===== src/rtl/nanosoc_busmatrix_input_hold_pkg.sv =====
// Shared AHB encodings, FSM state and address-phase control bundle
// for the bus-matrix input hold stage.
package nanosoc_busmatrix_input_hold_pkg;

  localparam logic [1:0] TRN_IDLE   = 2'b00;
  localparam logic [1:0] TRN_BUSY   = 2'b01;
  localparam logic [1:0] TRN_NONSEQ = 2'b10;
  localparam logic [1:0] TRN_SEQ    = 2'b11;

  localparam logic [2:0] BRST_SINGLE = 3'b000;
  localparam logic [2:0] BRST_INCR   = 3'b001;
  localparam logic [2:0] BRST_WRAP4  = 3'b010;
  localparam logic [2:0] BRST_INCR4  = 3'b011;
  localparam logic [2:0] BRST_WRAP8  = 3'b100;
  localparam logic [2:0] BRST_INCR8  = 3'b101;
  localparam logic [2:0] BRST_WRAP16 = 3'b110;
  localparam logic [2:0] BRST_INCR16 = 3'b111;

  localparam logic RSP_OKAY  = 1'b0;
  localparam logic RSP_ERROR = 1'b1;

  typedef enum logic [1:0] {
    IDLE = 2'b00,
    PEND = 2'b01,
    DATA = 2'b10
  } hold_state_t;

  // Address-phase control fields; the address travels separately because
  // its width is a module parameter.
  typedef struct packed {
    logic       sel;
    logic [1:0] trans;
    logic       write;
    logic [2:0] size;
    logic [2:0] burst;
    logic [3:0] prot;
    logic       lock;
  } aphase_ctl_t;

  // NONSEQ and SEQ both carry bit 1; IDLE and BUSY never request a transfer.
  function automatic logic is_active_trans(input logic [1:0] trans);
    return trans[1];
  endfunction

endpackage


===== src/rtl/nanosoc_busmatrix_addr_hold_reg.sv =====
// Load-enabled address-phase register with asynchronous clear.
module nanosoc_busmatrix_addr_hold_reg
  import nanosoc_busmatrix_input_hold_pkg::*;
#(
  parameter int ADDR_WIDTH = 32
) (
  input  logic                  HCLK,
  input  logic                  HRESET,
  input  logic                  load,
  input  aphase_ctl_t           next_ctl,
  input  logic [ADDR_WIDTH-1:0] next_addr,
  output aphase_ctl_t           hold_ctl,
  output logic [ADDR_WIDTH-1:0] hold_addr
);

  always_ff @(posedge HCLK or posedge HRESET) begin
    if (HRESET) begin
      hold_ctl  <= '0;
      hold_addr <= '0;
    end else if (load) begin
      hold_ctl  <= next_ctl;
      hold_addr <= next_addr;
    end
  end

endmodule


===== src/rtl/nanosoc_busmatrix_input_hold.sv =====
// Bus-matrix input stage: forwards the master's address phase, holding it
// and inserting wait states while the addressed output is not granted.
module nanosoc_busmatrix_input_hold
  import nanosoc_busmatrix_input_hold_pkg::*;
#(
  parameter int ADDR_WIDTH = 32
) (
  input  logic                  HCLK,
  input  logic                  HRESET,
  input  logic                  HSELS,
  input  logic [ADDR_WIDTH-1:0] HADDRS,
  input  logic [1:0]            HTRANSS,
  input  logic                  HWRITES,
  input  logic [2:0]            HSIZES,
  input  logic [2:0]            HBURSTS,
  input  logic [3:0]            HPROTS,
  input  logic                  HMASTLOCKS,
  input  logic                  HREADYS,
  input  logic                  active_in,
  input  logic                  HREADYOUTM,
  input  logic                  HRESPM,
  output logic                  HREADYOUTS,
  output logic                  HRESPS,
  output logic                  sel_out,
  output logic [ADDR_WIDTH-1:0] addr_out,
  output logic [1:0]            trans_out,
  output logic                  write_out,
  output logic [2:0]            size_out,
  output logic [2:0]            burst_out,
  output logic [3:0]            prot_out,
  output logic                  lock_out,
  output logic                  held_tran
);

  hold_state_t           state;
  hold_state_t           state_nxt;
  aphase_ctl_t           live_ctl;
  aphase_ctl_t           hold_ctl;
  aphase_ctl_t           out_ctl;
  logic [ADDR_WIDTH-1:0] hold_addr;
  logic                  accept;
  logic                  taken;

  always_comb begin
    live_ctl       = '0;
    live_ctl.sel   = HSELS;
    live_ctl.trans = HTRANSS;
    live_ctl.write = HWRITES;
    live_ctl.size  = HSIZES;
    live_ctl.burst = HBURSTS;
    live_ctl.prot  = HPROTS;
    live_ctl.lock  = HMASTLOCKS;
  end

  // Captures every selected address phase the master completes, so the
  // register already holds the transfer when the FSM decides to stall it.
  nanosoc_busmatrix_addr_hold_reg #(
    .ADDR_WIDTH (ADDR_WIDTH)
  ) u_hold_reg (
    .HCLK      (HCLK),
    .HRESET    (HRESET),
    .load      (HREADYS & HSELS),
    .next_ctl  (live_ctl),
    .next_addr (HADDRS),
    .hold_ctl  (hold_ctl),
    .hold_addr (hold_addr)
  );

  always_comb begin
    out_ctl  = held_tran ? hold_ctl  : live_ctl;
    addr_out = held_tran ? hold_addr : HADDRS;
  end

  assign sel_out   = out_ctl.sel;
  assign trans_out = out_ctl.trans;
  assign write_out = out_ctl.write;
  assign size_out  = out_ctl.size;
  assign burst_out = out_ctl.burst;
  assign prot_out  = out_ctl.prot;
  assign lock_out  = out_ctl.lock;

  assign accept = HSELS & HREADYS & is_active_trans(HTRANSS);
  assign taken  = sel_out & is_active_trans(trans_out) & active_in & HREADYOUTM;

  always_ff @(posedge HCLK or posedge HRESET) begin
    if (HRESET) begin
      state <= IDLE;
    end else begin
      state <= state_nxt;
    end
  end

  always_comb begin
    state_nxt = state;
    case (state)
      IDLE: begin
        if (accept) begin
          state_nxt = taken ? DATA : PEND;
        end
      end
      PEND: begin
        if (taken) begin
          state_nxt = DATA;
        end
      end
      DATA: begin
        // A stalled data phase keeps the new address phase out entirely.
        if (HREADYOUTM) begin
          if (accept) begin
            state_nxt = taken ? DATA : PEND;
          end else begin
            state_nxt = IDLE;
          end
        end
      end
      default: state_nxt = IDLE;
    endcase
  end

  always_comb begin
    held_tran  = 1'b0;
    HREADYOUTS = 1'b1;
    HRESPS     = RSP_OKAY;
    case (state)
      PEND: begin
        held_tran  = 1'b1;
        HREADYOUTS = 1'b0;
      end
      DATA: begin
        HREADYOUTS = HREADYOUTM;
        HRESPS     = HRESPM;
      end
      default: begin
        held_tran  = 1'b0;
        HREADYOUTS = 1'b1;
        HRESPS     = RSP_OKAY;
      end
    endcase
  end

endmodule


===== config.mk =====
export PLATFORM = sky130hd
export DESIGN_NAME = nanosoc_busmatrix_input_hold
export DESIGN_NICKNAME = d
export VERILOG_FILES = /design/src/rtl/nanosoc_busmatrix_input_hold_pkg.sv /design/src/rtl/nanosoc_busmatrix_addr_hold_reg.sv /design/src/rtl/nanosoc_busmatrix_input_hold.sv
export SDC_FILE = /design/constraint.sdc
export NUM_CORES = 1
export LEC_CHECK = 0
export ABC_CLOCK_PERIOD_IN_PS = 1650
export BUFFER_PORTS_ARGS = -buffer_cell sky130_fd_sc_hd__clkbuf_2
export CAP_MARGIN = 20
export CORE_MARGIN = 8
export CORE_UTILIZATION = 48
export CTS_CLUSTER_SIZE = 40
export DETAILED_ROUTE_END_ITERATION = 12
export GPL_TIMING_DRIVEN = 1
export HOLD_SLACK_MARGIN = 0.05
export PLACE_DENSITY = 0.83
export SLEW_MARGIN = 5
export SYNTH_ARGS = -nofsm -noshare
export SYNTH_HDL_FRONTEND = slang
export SYNTH_SLANG_ARGS = --single-unit

===== constraint.sdc =====
create_clock -name HCLK -period 1.65 [get_ports HCLK]
set_clock_uncertainty 0.05 [all_clocks]
set_input_delay 0.33 -clock HCLK [delete_from_list [all_inputs] [get_ports HCLK]]
set_output_delay 0.33 -clock HCLK [all_outputs]
set_load 0.02 [all_outputs]

# Word level (Yosys, flattened, before mapping)
# Index checks and enable logic that the tools add are counted.
# Widths: inputs -> output; s select.
# op_classes
n_bitwise	5
div	0
shifts	0
n_addsub	0
n_mux	11
mul	0
reduce_logical	2
n_eq_ne	5
order_cmp	0
# ops
cell	count
$mux 32	1
$mux 15	1
$mux 2	5
$ne 2x2->1 const B	3
$pmux 2 s3	1
$and 1x1->1	5
$reduce_and 3->1	1
$eq 2x1->1 const B	1
$eq 2x2->1 const B	1
$logic_not 2->1	1
$mux 1	2
$pmux 1 s2	1
# totals
regBits	49
input_bits	53
mem_bits_rw	0
latch_bits	0
elab_cells	32
output_inout_bits	50
n_memories	0
romBits	0

# Longest topological paths before layout
# logic_depth
ltp_word	10
depth_mapped	5
depth_no_buf	3

# Cells and area by module
# Synthesis repeated with hierarchy kept, for this count alone.
# unflattened
cells_unflattened	172
area_unflattened_um2	2622.5
# by_module_without_submodules
mod	cells_each	area_each_um2	seq_area_each_um2	instances
nanosoc_busmatrix_addr_hold_reg	100	1871.8	1176.1	1
nanosoc_busmatrix_input_hold	72	750.7	50.0	1

# Least setup slack after synthesis
# Ideal clock, no wire load.
# synth_path
path_type	reg-to-output
startpoint	register state[1]
endpoint	output addr_out[23]
required_time_ns	1.270
arrival_ns	1.253
path_stages_with_launch	5
n_path_buf	2
setup_slack_ns	0.017
cell_sequence	dfrtp_1 > and2b_1 > buf_6 > buf_6 > mux2_2
# synth_via
elab_chain_len	3
# synth_rtl
element	line_no	source
from (decl)	nanosoc_busmatrix_input_hold.sv:35	hold_state_t state;
from (signal assigned)	nanosoc_busmatrix_input_hold.sv:89	state <= state_nxt;
$eq 2x1->1	nanosoc_busmatrix_input_hold.sv:124	case (state)
$mux 1	nanosoc_busmatrix_input_hold.sv:124	
named net held_tran	nanosoc_busmatrix_input_hold.sv:32	output logic held_tran
$mux 32	nanosoc_busmatrix_input_hold.sv:71	addr_out = held_tran ? hold_addr : HADDRS;
to (decl)	nanosoc_busmatrix_input_hold.sv:25	output logic [ADDR_WIDTH-1:0] addr_out,
# The timed path passes the listed nets, and every way through them passes these cells.

# Final worst setup path
# layout_path
startpoint	register state[1]
endpoint	output addr_out[22]
# layout_via
elab_chain_len	3
# layout_rtl
element	line_no
$eq 2x1->1	nanosoc_busmatrix_input_hold.sv:124
$mux 1	nanosoc_busmatrix_input_hold.sv:124
$mux 32	nanosoc_busmatrix_input_hold.sv:71
# Every way passes these cells.

==> flow_metrics.env <==
export IMPL_numCtsBuffers=5
export IMPL_setup_violations=49
export IMPL_reg2reg_depth=4
export IMPL_status="complete, but fails checks"
export IMPL_syn_to_final_growth_pct=31.9
export IMPL_nets=331
export IMPL_fillers=383
export IMPL_violations="negative setup slack"
export IMPL_r2r_start="state[1]$_DFFE_PP0P_"
export IMPL_final_core_util=0.647
export IMPL_fp_dieH_um=87.8
export IMPL_fmax_ghz=0.489
export IMPL_viasPerCell=4.99
export IMPL_slew_viol_final=0
export IMPL_drv_cap=0
export IMPL_path_max_fanout=28
export IMPL_drt_iter0_markers=43
export IMPL_drt_pre_antenna_iters=2
export IMPL_clockBufferDepth=2
export IMPL_power_uw=4690
export IMPL_period_minus_slack_ns=2.05
export IMPL_dieArea_sq_mm=0.00771
export IMPL_yosysWarnings=0
export IMPL_overflow=0
export IMPL_design_portCount=103
export IMPL_clock_latency_ns=0.29
export IMPL_vias=1741
export IMPL_syn_area_per_cell_sq_um=14.5
export IMPL_worstMarginPinSlew_ns=0.263
export IMPL_synth_area_leader_cell="dfrtp_1"
export IMPL_n_antenna_cell=0
export IMPL_synth_seq_cells=49
export IMPL_min_from="HADDRS[0]"
export IMPL_core_region_area_sq_mm=0.00504
export IMPL_synth_area_top_cells="dfrtp_1 50%, mux2_2 42%, buf_6 2.7%"
export IMPL_crit_required_ns=1.27
export IMPL_tritoncts="yes"
export IMPL_path_class="reg2out"
export IMPL_synthCells=171
export IMPL_end_kind="output port"
export IMPL_dp_hpwl_um=4000
export IMPL_cts_sinks=49
export IMPL_setup_tns_ns=-17.66
export IMPL_hp_class="in2reg"
export IMPL_fp_dieW_um=87.8
export IMPL_final_area_sq_mm=0.00326
export IMPL_yosysUniqueCellTypes=18
export IMPL_ant_nets=0
export IMPL_crit_chain="and2b_2 > buf_12 > mux2_2 > buf_4"
export IMPL_path_clk_slew_ns=0.09
export IMPL_syn_nets=224
export IMPL_r2r_end="state[0]$_DFFE_PP0P_"
export IMPL_cts_max_level=2
export IMPL_wl_per_cell_um=15.0
export IMPL_irDropWorstVdd_v=0.000817
export IMPL_worstPathArrival_ns=1.67
export IMPL_grt_pass1_vias=1996
export IMPL_antenna_found_initial=0
export IMPL_initial_core_util=0.491
export IMPL_globalRouteTotalUtil=0.143
export IMPL_start_kind="flip-flop"
export IMPL_routed_wl_um=5240
export IMPL_whs_endpoint="u_hold_reg.hold_addr[0]$_DFFE_PP0N_"
export IMPL_power_density_mw_per_mm2=1440
export IMPL_finalWeightedCongestion=0.696
export IMPL_grt_first_pass_wirelength_um=8810
export IMPL_synth_top_cell_area_share=0.495
export IMPL_worst_path_buf_inv=2
export IMPL_portBuffers=102
export IMPL_layout_drive_gt1_share=0.760
export IMPL_hold_viol=0
export IMPL_holdPathStages=2
export IMPL_cts_root_buf="clkbuf_8"
export IMPL_rrSetupSlack_ns=0.27
export IMPL_row_count=26
export IMPL_drcViolationCount=0
export IMPL_grt_max_degree=50
export IMPL_max_slew_margin=0.824
export IMPL_rsz0062_at_grt="yes"
export IMPL_dpl_instance_area_sq_mm=0.00310
export IMPL_synth_area_sq_mm=0.00247
export IMPL_fin_crit_sh=1.24
export IMPL_yosysSeqAreaShare=0.495
export IMPL_cp_slowest_cell="dfrtp_1"
export IMPL_path_delay_family="flip-flops"
export IMPL_worst_path_largest_cell_delay_ns=0.38
export IMPL_worst_slack_ns=-0.396
export IMPL_leakage_uw=0.00155
-- where the power goes --
part           switching (uW)  total [uW]  internal (uW)
Combinational            1300        2570           1270
Sequential               81.4        1460           1380
Clock                     366         660            294
-- flip-flops by register name, indices dropped and copies added, names as in the netlist --
register and flops:
u_hold_reg.hold_addr 32, u_hold_reg.hold_ctl 15, state 2
-- what timing repair did --
item                                    in CTS  in global routing
gates resized for setup                      1                 61
hold buffers                                 1                  0
endpoints found under the setup margin      49                 49
hold endpoints to repair                    49                  0
buffers inserted                             0                  0
-- worst reg2reg max path, stage by stage, from the launching register on --
cell	delay (ns)
dfrtp_1	0.38
and2b_2	0.27
buf_12	0.20
o21ai_1	0.09
a221oi_1	0.28
-- synthesized netlist by cell type (all sizes together) --
| library cell | n |
|---|---|
| mux2 | 93 |
| dfrtp | 49 |
| buf | 10 |
| nand2 | 3 |
| and2 | 2 |
| inv | 2 |
| nand2b | 2 |
| a21oi | 1 |
| a221oi | 1 |
| a32oi | 1 |
| and2b | 1 |
| and3b | 1 |
| nand4b | 1 |
| nor2 | 1 |
| nor3b | 1 |
| o21ai | 1 |
| o22ai | 1 |
-- worst max-delay path by stage --
stage / startpoint / end / cells past startpoint
finish: state[1]$_DFFE_PP0P_ / addr_out[22] / 4
global route: state[1]$_DFFE_PP0P_ / sel_out / 4
floorplan: state[1]$_DFFE_PP0P_ / addr_out[23] / 4
global placement: state[1]$_DFFE_PP0P_ / addr_out[21] / 4
CTS: state[1]$_DFFE_PP0P_ / sel_out / 4
detailed placement: state[1]$_DFFE_PP0P_ / burst_out[0] / 4
-- cell families (layout without fill, tap and decap cells) --
kind of cell / after synthesis / count (layout) / synth area share
buffers and inverters: 12 / 120 / 0.0384
multiplexers: 93 / 93 / 0.423
AND/OR/NAND/NOR: 12 / 12 / 0.0293
AO/OA/AOI/OAI: 5 / 5 / 0.0136
flip-flops: 49 / 49 / 0.495
-- stage by stage --
stage          hold WS (ns)  cells  worst slack [ns]
3_5_place_dp          0.326    340           -0.0822
3_3_place_gp          0.327    340           -0.0554
5_1_grt               0.216    349            -0.482
6_report              0.231    349            -0.396
2_1_floorplan         0.401    171            0.0173
4_1_cts               0.219    349            -0.426
-- layout make-up --
cell class,count,area [sq um],area share
clock buffers,6,72.6,0.0222
clock inverters,2,10.0,0.00307
inverters,2,7.51,0.00230
multi-input cells,110,1170,0.359
flip-flops and latches,49,1230,0.376
well taps,70,87.6,0.0268
repair buffers,110,688,0.211
-- cell usage in the layout, fill, tap and decap left out, drive strengths merged --
cell         Yosys  final
a32oi            1      1
nand4b           1      1
a21oi            1      1
nor2             1      1
nand2b           2      2
dfrtp           49     49
clkbuf           0     69
mux2            93     93
dlygate4sd3      0      1
nand2            3      3
a221oi           1      1
and3b            1      1
o21ai            1      1
inv              2      2
and2b            1      1
and2             2      2
clkinv           0      2
nor3b            1      1
o22ai            1      1
buf             10     46
-- routing by layer --
metal  vias to the layer above  global-route usage  share of wire
li1                        833                   -              -
met1                       831               0.156           0.39
met2                        71               0.240           0.47
met3                         6              0.0685           0.12
met4                         0              0.0406         0.0097
met5                         -                   0              0
Power figures use the tool's default switching activity.
